## src/rtl/alu_pipe.sv

```systemverilog
// Pipelined ALU with valid/ready handshakes, registered results and flags,
// variable shifts and an iterative shift-add multiplier for op 001.
module alu_pipe #(
  parameter int unsigned WIDTH  = 4,
  parameter bit          MUL_EN = 1'b1
) (
  input  logic             clk,
  input  logic             reset,
  input  logic             in_valid,
  output logic             in_ready,
  input  logic [WIDTH-1:0] a,
  input  logic [WIDTH-1:0] b,
  input  logic [2:0]       cntl,
  output logic             out_valid,
  input  logic             out_ready,
  output logic [WIDTH-1:0] result,
  output logic             zero,
  output logic             negative,
  output logic             carry,
  output logic             overflow
);

  localparam int unsigned CW = $clog2(WIDTH) + 1;
  localparam int unsigned PW = 2 * WIDTH;

  localparam logic [2:0] OP_PASS = 3'b000;
  localparam logic [2:0] OP_MUL  = 3'b001;
  localparam logic [2:0] OP_AND  = 3'b010;
  localparam logic [2:0] OP_OR   = 3'b011;
  localparam logic [2:0] OP_SLL  = 3'b100;
  localparam logic [2:0] OP_SRA  = 3'b101;
  localparam logic [2:0] OP_ADD  = 3'b110;
  localparam logic [2:0] OP_SUB  = 3'b111;

  typedef enum logic [1:0] {
    IDLE = 2'd0,
    MUL  = 2'd1,
    DONE = 2'd2
  } state_t;

  state_t            state_q, state_d;
  logic [CW-1:0]     cnt_q, cnt_d;
  logic [PW-1:0]     prod_q, prod_d;
  logic [WIDTH-1:0]  mcand_q, mcand_d;
  logic [WIDTH-1:0]  result_d;
  logic              zero_d, negative_d, carry_d, overflow_d;
  logic              out_valid_d, in_ready_d;

  logic [WIDTH-1:0]  alu_res;
  logic              alu_c, alu_v;
  logic [WIDTH:0]    add_ext, sub_ext, sll_ext;
  logic signed [WIDTH:0] sra_ext;
  logic [WIDTH:0]    mul_sum;
  logic [PW-1:0]     mul_next;

  // Extended-width forms expose carry-out / last shifted-out bit in one place
  assign add_ext = {1'b0, a} + {1'b0, b};
  assign sub_ext = {1'b0, a} - {1'b0, b};
  assign sll_ext = {1'b0, a} << b;
  assign sra_ext = $signed({a, 1'b0}) >>> b;

  // One shift-add step: multiplier sits in the low half and drains out the bottom
  assign mul_sum  = prod_q[0] ? ({1'b0, prod_q[PW-1:WIDTH]} + {1'b0, mcand_q})
                              : {1'b0, prod_q[PW-1:WIDTH]};
  assign mul_next = {mul_sum, prod_q[WIDTH-1:1]};

  // Single-cycle operation result and flags
  always_comb begin
    alu_res = '0;
    alu_c   = 1'b0;
    alu_v   = 1'b0;
    case (cntl)
      OP_PASS: alu_res = a;
      OP_MUL:  alu_res = '0;
      OP_AND:  alu_res = a & b;
      OP_OR:   alu_res = a | b;
      OP_SLL: begin
        alu_res = sll_ext[WIDTH-1:0];
        alu_c   = sll_ext[WIDTH];
      end
      OP_SRA: begin
        alu_res = sra_ext[WIDTH:1];
        alu_c   = sra_ext[0];
      end
      OP_ADD: begin
        alu_res = add_ext[WIDTH-1:0];
        alu_c   = add_ext[WIDTH];
        alu_v   = (a[WIDTH-1] == b[WIDTH-1]) && (add_ext[WIDTH-1] != a[WIDTH-1]);
      end
      OP_SUB: begin
        alu_res = sub_ext[WIDTH-1:0];
        alu_c   = ~sub_ext[WIDTH];
        alu_v   = (a[WIDTH-1] != b[WIDTH-1]) && (sub_ext[WIDTH-1] != a[WIDTH-1]);
      end
      default: alu_res = '0;
    endcase
  end

  // Next-state and registered-output logic
  always_comb begin
    state_d     = state_q;
    cnt_d       = cnt_q;
    prod_d      = prod_q;
    mcand_d     = mcand_q;
    result_d    = result;
    zero_d      = zero;
    negative_d  = negative;
    carry_d     = carry;
    overflow_d  = overflow;
    out_valid_d = out_valid;
    in_ready_d  = in_ready;
    case (state_q)
      IDLE: begin
        if (in_valid && in_ready) begin
          in_ready_d = 1'b0;
          if (cntl == OP_MUL && MUL_EN) begin
            state_d = MUL;
            prod_d  = {{WIDTH{1'b0}}, b};
            mcand_d = a;
            cnt_d   = '0;
          end else begin
            state_d     = DONE;
            result_d    = alu_res;
            zero_d      = (alu_res == '0);
            negative_d  = alu_res[WIDTH-1];
            carry_d     = alu_c;
            overflow_d  = alu_v;
            out_valid_d = 1'b1;
          end
        end
      end
      MUL: begin
        prod_d = mul_next;
        cnt_d  = cnt_q + CW'(1);
        if (cnt_q == CW'(WIDTH - 1)) begin
          state_d     = DONE;
          cnt_d       = '0;
          result_d    = mul_next[WIDTH-1:0];
          zero_d      = (mul_next[WIDTH-1:0] == '0);
          negative_d  = mul_next[WIDTH-1];
          carry_d     = |mul_next[PW-1:WIDTH];
          overflow_d  = 1'b0;
          out_valid_d = 1'b1;
        end
      end
      DONE: begin
        if (out_ready) begin
          state_d     = IDLE;
          out_valid_d = 1'b0;
          in_ready_d  = 1'b1;
        end
      end
      default: begin
        state_d     = IDLE;
        out_valid_d = 1'b0;
        in_ready_d  = 1'b1;
      end
    endcase
  end

  always_ff @(posedge clk) begin
    if (reset) begin
      state_q   <= IDLE;
      cnt_q     <= '0;
      prod_q    <= '0;
      mcand_q   <= '0;
      result    <= '0;
      zero      <= 1'b0;
      negative  <= 1'b0;
      carry     <= 1'b0;
      overflow  <= 1'b0;
      out_valid <= 1'b0;
      in_ready  <= 1'b1;
    end else begin
      state_q   <= state_d;
      cnt_q     <= cnt_d;
      prod_q    <= prod_d;
      mcand_q   <= mcand_d;
      result    <= result_d;
      zero      <= zero_d;
      negative  <= negative_d;
      carry     <= carry_d;
      overflow  <= overflow_d;
      out_valid <= out_valid_d;
      in_ready  <= in_ready_d;
    end
  end

endmodule
```

## config.mk

```make
export PLATFORM = sky130hd
export DESIGN_NAME = alu_pipe
export DESIGN_NICKNAME = d
export VERILOG_FILES = /design/src/rtl/alu_pipe.sv
export SDC_FILE = /design/constraint.sdc
export NUM_CORES = 1
export LEC_CHECK = 0
export ABC_AREA = 1
export CAP_MARGIN = 40
export CORE_ASPECT_RATIO = 0.7
export CORE_MARGIN = 2
export CORE_UTILIZATION = 45
export DETAILED_ROUTE_END_ITERATION = 10
export PLACE_DENSITY = 0.78
export SYNTH_ARGS = -nofsm -noshare
export SYNTH_HDL_FRONTEND = slang
export SYNTH_SLANG_ARGS = --single-unit
```

## constraint.sdc

```tcl
create_clock -name clk -period 3.5 [get_ports clk]
set_clock_uncertainty 0.2 [all_clocks]
set_input_delay 0.35 -clock clk [delete_from_list [all_inputs] [get_ports clk]]
set_output_delay 0.35 -clock clk [all_outputs]
set_load 0.02 [all_outputs]
```

## After elaboration in Yosys (flattened, before gate mapping)

Cells that the tools add are included.

| operators by class | value |
|---|---|
| reduce and logical (&&, ||, !) cells | 15 |
| shift-type cells | 2 |
| bitwise logic cells | 4 |
| multiplexer cells | 44 |
| equal/unequal tests | 19 |
| add/subtract/negate cells | 4 |

Operators with widths:

| cell | count |
|---|---|
| $pmux W4 S8 | 1 |
| $mux W1 | 18 |
| $mux W8 | 2 |
| $pmux W8 S2 | 1 |
| $eq A3 B3 Y1 const B | 4 |
| $mux W4 | 3 |
| $reduce_and A3 Y1 | 4 |
| $add A4 B4 Y5 | 2 |
| $ne A2 B2 Y1 const B | 5 |
| $pmux W1 S2 | 5 |
| $eq A3 B2 Y1 const B | 3 |
| $mux W3 | 3 |
| $logic_not A4 Y1 | 2 |
| $mux W2 | 4 |
| $pmux W4 S2 | 1 |
| $reduce_and A4 Y1 | 2 |
| $pmux W1 S3 | 2 |
| $pmux W2 S3 | 1 |
| $pmux W3 S2 | 1 |
| $mux W5 | 1 |
| $shl A4 B4 Y5 | 1 |
| $sshr A5 B4 Y5 | 1 |
| $sub A4 B4 Y5 | 1 |
| $and A4 B4 Y4 | 1 |
| other kinds (14) | 19 |

| word-level totals | value |
|---|---|
| register bits after elaboration | 27 |
| output and inout port bits | 10 |
| logic and storage cells | 99 |
| input bits | 15 |

## Longest topological paths before layout

Gate-level depths: netlist of run 1.

| depth | value |
|---|---|
| word-level depth | 7 |
| gate-level depth with buffers | 13 |
| mapped depth without buffers | 13 |

## Worst setup path after synthesis of run 1

Ideal clock, no wire load.

| timing | value |
|---|---|
| path type | flip-flop to flip-flop |
| start | reg prod_q[4] |
| end | reg carry |
| buffers on the path | 0 |
| arrival time | 1.755 ns |
| path slack | 1.435 ns |
| setup time | 0.110 ns |
| required time | 3.190 ns |
| stages on the path, launching flop included | 13 |
| cells stage by stage | dfxtp_1 > ha_1 > inv_1 > fa_1 > or2_2 > nand3_1 > nand2_1 > nor2_1 > nand2_1 > o21ai_0 > nand3_1 > nand2_1 > inv_1 |

| between the ends | value |
|---|---|
| cells in the longest elaborated chain, start to end | 5 |

Ends and longest elaborated chain:

| item | RTL line | RTL |
|---|---|---|
| start: declaration | 43 | `logic [PW-1:0] prod_q, prod_d;` |
| start signal: assignment | 177 | `prod_q <= prod_d;` |
| $add A4 B4 Y5 | 63 | `assign mul_sum = prod_q[0] ? ({1'b0, prod_q[PW-1:WIDTH]} + {1'b0, mcand_q})` |
| $mux W5 | 63 |  |
| $reduce_or A4 Y1 | 141 | `carry_d = \|mul_next[PW-1:WIDTH];` |
| $mux W1 | 135 | `if (cnt_q == CW'(WIDTH - 1)) begin` |
| $pmux W1 S2 | 112 | `case (state_q)` |
| end signal: assignment | 182 | `carry <= carry_d;` |
| end: declaration | 19 | `output logic carry,` |

Every way passes these cells. The select of a mux whose other input is x is not followed.
A chain may end at the register's enable or synchronous reset.

## Worst setup path after layout of run 1

| timing | value |
|---|---|
| start | in b[0] |
| end | reg zero |

| between the ends | value |
|---|---|
| cells in the longest elaborated chain, start to end | 6 |
| elaborated cells on any way between the ends | 11 |
| those cells by class | add/sub: 2; shift: 2; mux: 4; bitwise: 2; reduce/logical: 1 |

Ends and longest elaborated chain:

| item | RTL line | RTL |
|---|---|---|
| start: declaration | 12 | `input logic [WIDTH-1:0] b,` |
| $sub A4 B4 Y5, or another cell as far along | 58 | `assign sub_ext = {1'b0, a} - {1'b0, b};` |
| $pmux W4 S8 (*) | 72 | `case (cntl)` |
| $logic_not A4 Y1 (*) | 124 | `zero_d = (alu_res == '0);` |
| $mux W1 (*) | 116 | `if (cntl == OP_MUL && MUL_EN) begin` |
| $mux W1 (*) | 114 | `if (in_valid && in_ready) begin` |
| $pmux W1 S2 (*) | 112 |  |
| end signal: assignment | 180 | `zero <= zero_d;` |
| end: declaration | 17 | `output logic zero,` |

Every way passes the cells marked *; elsewhere a longest branch is shown, timed or not. The select of a mux whose other input is x is not followed.

==> metrics.txt, run 1 <==
outcome=complete, no violations; Fillers=around 440; sequential fraction of the synthesis area=24.34%; Root Buffer=clkbuf_8; worst-path maximum fanout=9; DPL Wire Length=between 4000 and 5000 um; register area=520.5 sq um; Remaining DRCs=0; fin crit period=2.762 ns; syn nets=approximately 370; # clock sinks=26; crit-path cells=clkdlybuf4s50_1, ha_1, inv_1, fa_1, inv_1, nand2_1, nand3_1, o21ai_0, nor2_1, nand2_1, nor2_1, nand4_1, a21oi_1; crit path DAT=roughly 2.8 ns; Fmax=approximately 0.36 GHz; Worst-Skew Late Latency=about 0.28 ns; Crit-path slowest cell=clkdlybuf4s50_1; CTS tree=done; Worst EP required=3.51 ns; Pwr Density=339.3 nW/um^2; hold depth=2; Reg clk slew, reported paths=0.09 ns; post-cts repair resize count=0; pin count of the biggest net entering global routing=15; Seq cells post-synth=26; path depth of the worst reg2reg path=11; Worst setup EP type=flip-flop; crit start category=input pin; Final setup viols=0; final net count=between 300 and 400; Row Count=20; core box area=4454 sq um; multi-input logic area=between 1000 and 1500 sq um; initial antenna violation count=0; post-synth cell types=34; setup ws final=between 0.7 and 0.8 ns; worst-case clock buffer depth=2; max cap viols=0; Synth warnings=0; number of global-route vias before repair=between 1500 and 2000; CTS Buf Count=3; Vias=between 2000 and 2500; Mean Syn Cell Area=around 6.4 sq um; I/O Buffers=24; CTS H-Tree Depth=1; Syn Inst Count=~340; reg2reg start=state_q[0]$_SDFFE_PP0P_; Routed Antenna Nets=0; WL final=between 5000 and 6000 um; Pwr Total=around 0.00084 W; GPL Wtd Cong=slightly below 1; Max stage delay on crit path=approximately 0.7 ns; Tcrit/Tclk final=between 70% and 80%; first-pass detailed-route iteration total=5; Via density=approximately 5.4; chip height=roughly 60 um; Hold Path End=cnt_q[1]$_SDFFE_PP0P_; Pleak=~1.2 nW; ant diodes=0; Setup Buffers After CTS=0; Post-Syn Area=2138 sq um; Worst Hold Class=flip-flop to flip-flop; Synth-to-Final Area Change=15.27%; Die X=86.39 um; first-pass GRT wire length=around 9400 um; die area=about 5300 sq um; critical path class=input pin to flip-flop; relative slew slack=around three fifths; setup slack, reg-to-reg=~1.2 ns; First DRT Iteration DRCs=about 330; max-slew violations=0; setup tns final=0 ns; DR WL/cell=13.59 um; pre-CTS setup slack=roughly 0.56 ns; Starting Density=between 40 and 50%; RSZ-0062 raised after global routing=no; number of placed I/O pins=25; GRT Resource Usage Total=a little under a quarter; worst hold start=cnt_q[1]$_SDFFE_PP0P_; total gr overflow=0; worst reg2reg path endpoint=carry$_SDFFE_PP0P_; proportion of layout cells with a drive suffix above 1=around 5.9%; # hold bufs at CTS=0; VDD IR max=roughly 0.15 mV; endpoints failing hold=0; worst slew pin tran=about 0.61 ns
## layout make-up
type | count | share of cell area [%]
Tap cell | 55 | 2.792
Timing Repair Buffer | 25 | 10.05
Inverter | 46 | 7.005
Multi-Input combinational cell | 256 | 56.80
Clock buffer | 4 | 2.234
Sequential cell | 26 | 21.12
## worst max path at each step
stage                              end  slack [ns]  cells past startpoint              startpoint
floorplan           carry$_SDFFE_PP0P_        1.44                     12  prod_q[4]$_SDFFE_PP0P_
CTS                  zero$_SDFFE_PP0P_        0.84                     13                    b[0]
global placement     zero$_SDFFE_PP0P_        0.56                     13                    b[0]
finish               zero$_SDFFE_PP0P_        0.74                     13                    b[0]
detailed placement   zero$_SDFFE_PP0P_        0.56                     13                    b[0]
global route        carry$_SDFFE_PP0P_        0.69                     14                    b[0]
## cells in the mapped netlist, drive strengths merged
cell type	number	area share, %
fa	3	2.8
clkbuf	3	0.53
o2111ai	1	0.41
a22oi	2	0.70
o21ai	32	7.7
nor4	1	0.99
nand2	91	16
xor2	2	0.82
buf	5	1.6
nand3b	1	0.35
nand3	30	7.5
o22ai	1	0.29
a211oi	1	0.35
dfxtp	26	24
nor2	30	6.1
inv	45	7.9
clkinv	1	0.18
o211ai	2	0.70
nor3	3	0.70
ha	18	11
and2	1	0.29
nand4	4	1.2
a31oi	3	0.88
a21oi	28	6.6
or2	2	0.59
## stage by stage
step / area, sq um / hold WS, ns / instances / util [%]
after global routing: 2465 / 0.3003 / 412 / 55.34
after detailed placement: 2410 / 0.2629 / 408 / 54.10
after CTS: 2465 / 0.2776 / 412 / 55.34
after floorplan: 2138 / 0.2191 / 336 / -
after global placement: 2410 / 0.2549 / 408 / 54.10
final: 2465 / 0.2744 / 412 / 55.34
## cells in the final DEF, fill, tap and decap left out, drive strengths merged, types with 4 or more instances in the layout
master and count:
a21oi 28, clkbuf 4, clkdlybuf4s50 24, dfxtp 26
ha 18, inv 45, nand2 91, nand3 30
nand4 4, nor2 30, o21ai 32
## sequential cells by signal, summed over array words and instances, names as in the netlist
register / cells
prod_q: 8
mcand_q: 4
result: 4
cnt_q: 3
state_q: 2
carry: 1
in_ready: 1
out_valid: 1
overflow: 1
zero: 1
## logic make-up (layout without fill, tap and decap cells)
group                    Yosys count  after routing  synth area share, %
AND/OR/NAND/NOR                  163            163                33.76
flip-flops                        26             26                24.34
AO/OA/AOI/OAI                     70             70                17.55
adder cells (fa/ha/maj)           21             21                13.34
buffers and inverters             54             75                10.18
XOR/XNOR                           2              2               0.8193
## power breakdown
part / switching (W) / internal (W)
registers: 0.0000209 / 0.000322
clock network: 0.000100 / 0.000101
logic: 0.000181 / 0.000112
total: 0.000302 / 0.000534
## worst max-delay path, delay by kind of cell
kind / cells / cell delay (ns)
compound gates: 2 / 0.25
fa+ha+maj: 2 / 0.73
simple gates: 6 / 0.56
buf+inv: 3 / 0.87
## per-layer routing
metal | global-route usage, % | wire (um) | vias to the layer above
met5 | 0 | 0 | -
met4 | 3.571 | 32 | 0
met3 | 4.826 | 462 | 4
met2 | 32.97 | 2164 | 104
met1 | 34.42 | 2940 | 997
li1 | - | - | 1140
Note: power is estimated with default switching activity, not from simulation.
==> run 2, diff against run 1 <==
clock period = 2.6 ns   (was 3.5 ns; I/O delays follow)
==> run 2 against run 1 <==
Clock power up 15%. Global-route usage down 0.40 points. Power up 33%. Register-to-register slack worse by 0.87 ns. Design area up 4.0%. Critical path type is now flip-flop to flip-flop. Critical endpoint is now carry$_SDFFE_PP0P_. Highest routed layer unchanged.
==> metrics.txt, run 2 (synthesis results as in run 1) <==
Gate power share=37.8% (+2.8 points); Synth-to-Final Area Change=19.89%; most frequent cells in the layout=nand2_1 (90), inv_1 (41), o21ai_0 (30); Worst Hold Class=flip-flop to flip-flop; WL final=5683 um (+1.5%); Crit-path slowest cell=fa_1; Routed Antenna Nets=0 (unchanged); reg2reg start=prod_q[4]$_SDFFE_PP0P_; max reg flops=8 (unchanged); worst hold start=cnt_q[2]$_SDFFE_PP0P_; chip height=61.68 um (unchanged); max cap viols=0 (unchanged); Sw Pwr=0.0004026 W (+33%); number of global-route vias before repair=1956 (-0.86%); core box area=4454 sq um (unchanged); CTS Buf Count=3 (unchanged); Fmax=between 0.4 and 0.5 GHz; setup tns final=0 ns (unchanged); Pleak=1.235 nW (+5.6%); Internal=0.0007127 W (+33%); initial antenna violation count=0 (unchanged); Worst-Skew Late Latency=0.28 ns (about the same); Vias=2361 (+5.2%); Row Count=20 (unchanged); fin crit period=2.273 ns; final cell count without fillers=426 (+3.4%); GPL Wtd Cong=0.9673 (-2.4%); VDD IR max=0.1714 mV (+18%); post-cts repair resize count=0 (unchanged); Via density=5.542 (+1.7%); worst-path maximum fanout=3 (-6); Pwr Density=435.0 nW/um^2 (+28%); outcome=complete, no violations; Final Util=57.56% (+2.2 points); path depth of the worst reg2reg path=12 (+1); critical path class=flip-flop to flip-flop; cell repeated most along the worst path=nand2_1; Starting Density=48.01% (unchanged); DR WL/cell=13.34 um (-1.9%); Root Buffer=clkbuf_8; Setup Buffers After CTS=0 (unchanged); worst slew pin tran=0.4864 ns (-0.1234 ns); number of placed I/O pins=25 (unchanged); CTS tree=done; setup slack, reg-to-reg=0.33 ns (-0.87 ns); crit start category=flip-flop; Hold Path End=cnt_q[2]$_SDFFE_PP0P_; RSZ-0062 raised after global routing=no; # hold bufs at CTS=0 (unchanged); Max stage delay on crit path=0.38 ns (-0.32 ns); biggest regs=prod_q x8, mcand_q x4, result x4; CTS H-Tree Depth=1 (unchanged); total gr overflow=0 (unchanged); First DRT Iteration DRCs=270 (-18%); Tcrit/Tclk final=between 80 and 90%; hold_ws=0.2716 ns (-0.002747 ns); first-pass detailed-route iteration total=5 (unchanged); Die X=86.39 um (unchanged); # clock sinks=26 (unchanged); Reg clk slew, reported paths=0.08 ns (about the same); Pwr Total=0.001115 W (+33%); crit path DAT=2.26 ns (-0.51 ns); relative slew slack=67.33% (+8.0 points); Remaining DRCs=0 (unchanged); worst-case clock buffer depth=2 (unchanged); proportion of layout cells with a drive suffix above 1=9.434% (+3.6 points); max-slew violations=0 (unchanged); GRT Resource Usage Total=22.12% (-0.40 points); die area=5328 sq um (unchanged); Worst EP required=2.58 ns (-0.93 ns); Largest Register=prod_q; first-pass GRT wire length=9266 um (-0.96%); most common cell after layout, fill and taps aside=nand2_1; Final setup viols=0 (unchanged); Clock power frac=20.7% (-3.3 points); endpoints failing hold=0 (unchanged); sequential share of power=41.4% (+0.4 points); ant diodes=0 (unchanged); switching share of power=36.10% (about the same); placed insts=423 (+3.7%); DPL Wire Length=4566 um (+2.1%); hold depth=2 (unchanged); I/O Buffers=24 (unchanged); worst reg2reg path endpoint=carry$_SDFFE_PP0P_; Worst setup EP type=flip-flop; crit-path cells=ha_1, inv_1, fa_1, or2_2, nand3_1, nand2_1, nor2_1, nand2_1, o21ai_0, nand3_1, nand2_1, inv_1; pin count of the biggest net entering global routing=15 (unchanged); final net count=409 (+3.8%)
[run 2: cell count changes in the layout (fill, tap and decap cells not counted)]
cell	before	now
buf_4	1	16
clkbuf_8	4	3
[run 2: final cells by class]
type,instances,area [sq um]
sequential,26,520.5
clock buffer,3,41.29
timing repair buffer,40,360.3
fill,436,1891
multi-input combinational,256,1400
inverter,46,172.7
tap,55,68.82
[run 2: per-stage QoR]
step / setup WS [ns] / area [sq um]
2_1_floorplan: 0.5351 / 2138
3_3_place_gp: 0.1383 / 2522
3_5_place_dp: 0.08248 / 2522
4_1_cts: 0.3320 / 2564
5_1_grt: 0.1114 / 2564
6_report: 0.3268 / 2564
[run 2: worst max-delay path: cells and delay by family, from the launching register on]
| kind | cells | cell delay (ns) |
|---|---|---|
| AOI/OAI and AO/OA | 1 | 0.17 |
| adders and majority gates | 2 | 0.56 |
| buffers and inverters | 2 | 0.09 |
| DFF | 1 | 0.36 |
| and+or+nand+nor | 7 | 0.79 |
[run 2: layer usage]
| layer | part of all wire [%] | track usage [%] |
|---|---|---|
| met4 | 1.0 | 3.795 |
| met3 | 8.5 | 3.753 |
| met1 | 51 | 34.33 |
| met2 | 40 | 32.31 |
| met5 | 0 | 0 |
[run 2: worst max path at each step]
stage / start / end / slack [ns] / cells after the start
finish: prod_q[4]$_SDFFE_PP0P_ / carry$_SDFFE_PP0P_ / 0.33 / 12
CTS: prod_q[4]$_SDFFE_PP0P_ / carry$_SDFFE_PP0P_ / 0.33 / 12
floorplan: prod_q[4]$_SDFFE_PP0P_ / carry$_SDFFE_PP0P_ / 0.54 / 12
global route: prod_q[4]$_SDFFE_PP0P_ / carry$_SDFFE_PP0P_ / 0.11 / 12
detailed placement: b[0] / zero$_SDFFE_PP0P_ / 0.08 / 13
global placement: a[0] / carry$_SDFFE_PP0P_ / 0.14 / 14
[run 2: power groups by stage]
stage / registers (W) / clock network, W / logic [W]
2_1_floorplan: 0.000495 / 0 / 0.000235
3_3_place_gp: 0.000469 / 0 / 0.000413
3_5_place_dp: 0.000470 / 0 / 0.000414
4_1_cts: 0.000462 / 0.000234 / 0.000416
5_1_grt: 0.000465 / 0.000244 / 0.000465
6_report: 0.000462 / 0.000231 / 0.000422
==> run 3, diff against run 2 <==
--- a/config.mk
+++ b/config.mk
@@ -13,4 +13,5 @@
 export DETAILED_ROUTE_END_ITERATION = 10
 export PLACE_DENSITY = 0.78
+export SETUP_SLACK_MARGIN = 0.05
 export SYNTH_ARGS = -nofsm -noshare
 export SYNTH_HDL_FRONTEND = slang
==> constraint.sdc (replaced) <==
create_clock -name clk -period 2.6 [get_ports clk]
set_clock_uncertainty 0.2 [all_clocks]
set_input_delay 0.65 -clock clk [delete_from_list [all_inputs] [get_ports clk]]
set_output_delay 0.65 -clock clk [all_outputs]
set_load 0.02 [all_outputs]
==> run 3 against run 2 <==
Clock power grew 49%. Maximum frequency shrank 6.3%. Combinational power grew 8.8%. Sequential power is essentially flat. Clock-buffer cell count is the same. Non-clock buffer count grew 18. Register-to-register slack is essentially flat. Via count grew 1.1%. Wire length grew 3.6%. Die area is the same. Critical path type is now input pin to flip-flop. Largest cell class unchanged. Largest power group unchanged.
==> metrics.txt, run 3 (synthesis results as in run 1) <==
Final setup viols=0 (unchanged); number of placed I/O pins=25 (unchanged); First DRT Iteration DRCs=237 (-12%); DR WL/cell=13.24 um (-0.78%); setup slack, reg-to-reg=0.32 ns (about the same); max reg flops=8 (unchanged); path depth of the worst reg2reg path=12 (unchanged); crit start category=input pin; Remaining DRCs=0 (unchanged); Routed Antenna Nets=0 (unchanged); worst slew pin tran=0.4653 ns (-0.02119 ns); Worst Hold Class=flip-flop to flip-flop; chip height=61.68 um (unchanged); register area=520.5 sq um (unchanged); Row Count=20 (unchanged); Fillers=432 (-0.92%); total gr overflow=0 (unchanged); Root Buffer=clkbuf_8; most common cell after layout, fill and taps aside=nand2_1; die area=5328 sq um (unchanged); proportion of layout cells with a drive suffix above 1=15.38% (+6.0 points); worst-path maximum fanout=5 (+2); CTS Buf Count=3 (unchanged); WL final=5890 um (+3.6%); GPL Wtd Cong=1.017 (+5.2%); final net count=427 (+4.4%); critical path class=input pin to flip-flop; endpoints failing hold=0 (unchanged); multi-input logic area=1426 sq um (+1.9%); Pwr Density=458.8 nW/um^2 (+5.5%); Fmax=0.4124 GHz (-6.3%); initial antenna violation count=0 (unchanged); DPL Wire Length=4770 um (+4.5%); fin crit period=2.425 ns (+0.1516 ns); Pwr Total=0.001264 W (+13%); first-pass detailed-route iteration total=5 (unchanged); RSZ-0062 raised after global routing=yes; pin count of the biggest net entering global routing=16 (+1); Reg clk slew, reported paths=0.10 ns (+0.02 ns); VDD IR max=0.2099 mV (+22%); CTS H-Tree Depth=1 (unchanged); Vias=2386 (+1.1%); first-pass GRT wire length=9929 um (+7.2%); number of global-route vias before repair=2141 (+9.5%); Tcrit/Tclk final=93.26% (+5.8 points); CTS tree=done; # hold bufs at CTS=0 (unchanged); core box area=4454 sq um (unchanged); Pleak=1.346 nW (+9.0%); placed insts=441 (+4.3%); max cap viols=0 (unchanged); Largest Register=prod_q; Starting Density=48.01% (unchanged); crit path DAT=2.45 ns (+0.19 ns); worst-case clock buffer depth=2 (unchanged); Synth-to-Final Area Change=28.85%; ant diodes=0 (unchanged); Worst setup EP type=flip-flop; dpl cell area=2658 sq um (+5.4%); hold depth=2 (unchanged); # clock sinks=26 (unchanged); relative slew slack=68.75% (+1.4 points); max-slew violations=0 (unchanged); GRT Resource Usage Total=23.90% (+1.8 points); Final Util=61.85% (+4.3 points); fin area=2755 sq um (+7.5%); Worst EP required=2.62 ns (+0.04 ns); biggest regs=prod_q x8, mcand_q x4, result x4; most frequent cells in the layout=nand2_1 (90), inv_1 (40), buf_4 (34); Worst-Skew Late Latency=0.28 ns (about the same); setup tns final=0 ns (unchanged); Via density=5.362 (-3.3%); Die X=86.39 um (unchanged); final cell count without fillers=445 (+4.5%); outcome=complete, no violations; I/O Buffers=24 (unchanged)
==> run 3: cell count changes in the layout (fill, tap and decap cells not counted), sizes merged <==
| cell | change |
|---|---|
| bufinv | +1 |
| dlymetal6s2s | +1 |
| dlygate4sd2 | +2 |
| buf | +18 |
| clkdlybuf4s50 | -3 |
==> run 3: per-layer routing <==
layer / track usage, % / share of wire, %
met5: 0 / 0
met4: 3.795 / 0.68
met3: 5.764 / 8.9
met2: 36.15 / 39
met1: 35.28 / 51
==> run 3: worst max-delay path: stages <==
cell and delay [ns]:
clkdlybuf4s50_1 0.49, inv_2 0.08, fa_1 0.53, nand2_1 0.06
o211ai_1 0.12, nor2_1 0.06, nand2_1 0.06, nand2_1 0.08
o21ai_2 0.12, nand2_1 0.07, a21oi_2 0.12
==> run 3: layout make-up <==
type                    count  area share, %
multi-input cells         256          51.77
clock buffers               3          1.499
well taps                  55          2.498
repair buffers             58          17.98
inverters                  46          6.267
flip-flops and latches     26          18.89
clock inverters             1          1.090
==> run 3: power breakdown <==
group / leakage, nW / switching [W] / internal, W / total, W
Sequential: 0.211 / 0.0000275 / 0.000433 / 0.000461
Clock: 0.0357 / 0.000138 / 0.000206 / 0.000345
Combinational: 1.10 / 0.000256 / 0.000203 / 0.000459
Total: 1.35 / 0.000422 / 0.000842 / 0.00126
==> run 3: path summary, 6_finish.rpt <==
| check | startpoint | to |
|---|---|---|
| max | b[1] | result[1]$_SDFFE_PP0P_ |
| min | overflow$_SDFFE_PP0P_ | overflow$_SDFFE_PP0P_ |
| max reg2reg | prod_q[4]$_SDFFE_PP0P_ | carry$_SDFFE_PP0P_ |
| min reg2reg | overflow$_SDFFE_PP0P_ | overflow$_SDFFE_PP0P_ |
==> run 3: through the flow <==
stage | setup slack [ns] | hold slack [ns]
floorplan | 0.2987 | 0.2432
global placement | -0.2276 | 0.2488
detailed placement | -0.3292 | 0.2529
CTS | 0.1196 | 0.2685
global route | 0.01892 | 0.2995
finish | 0.1753 | 0.2683
==> run 3: what timing repair did <==
item,CTS,global route
hold endpoints to repair,0,0
setup buffers,0,0
resized for setup,3,7
pin swaps,1,2
setup endpoints to repair,4,5
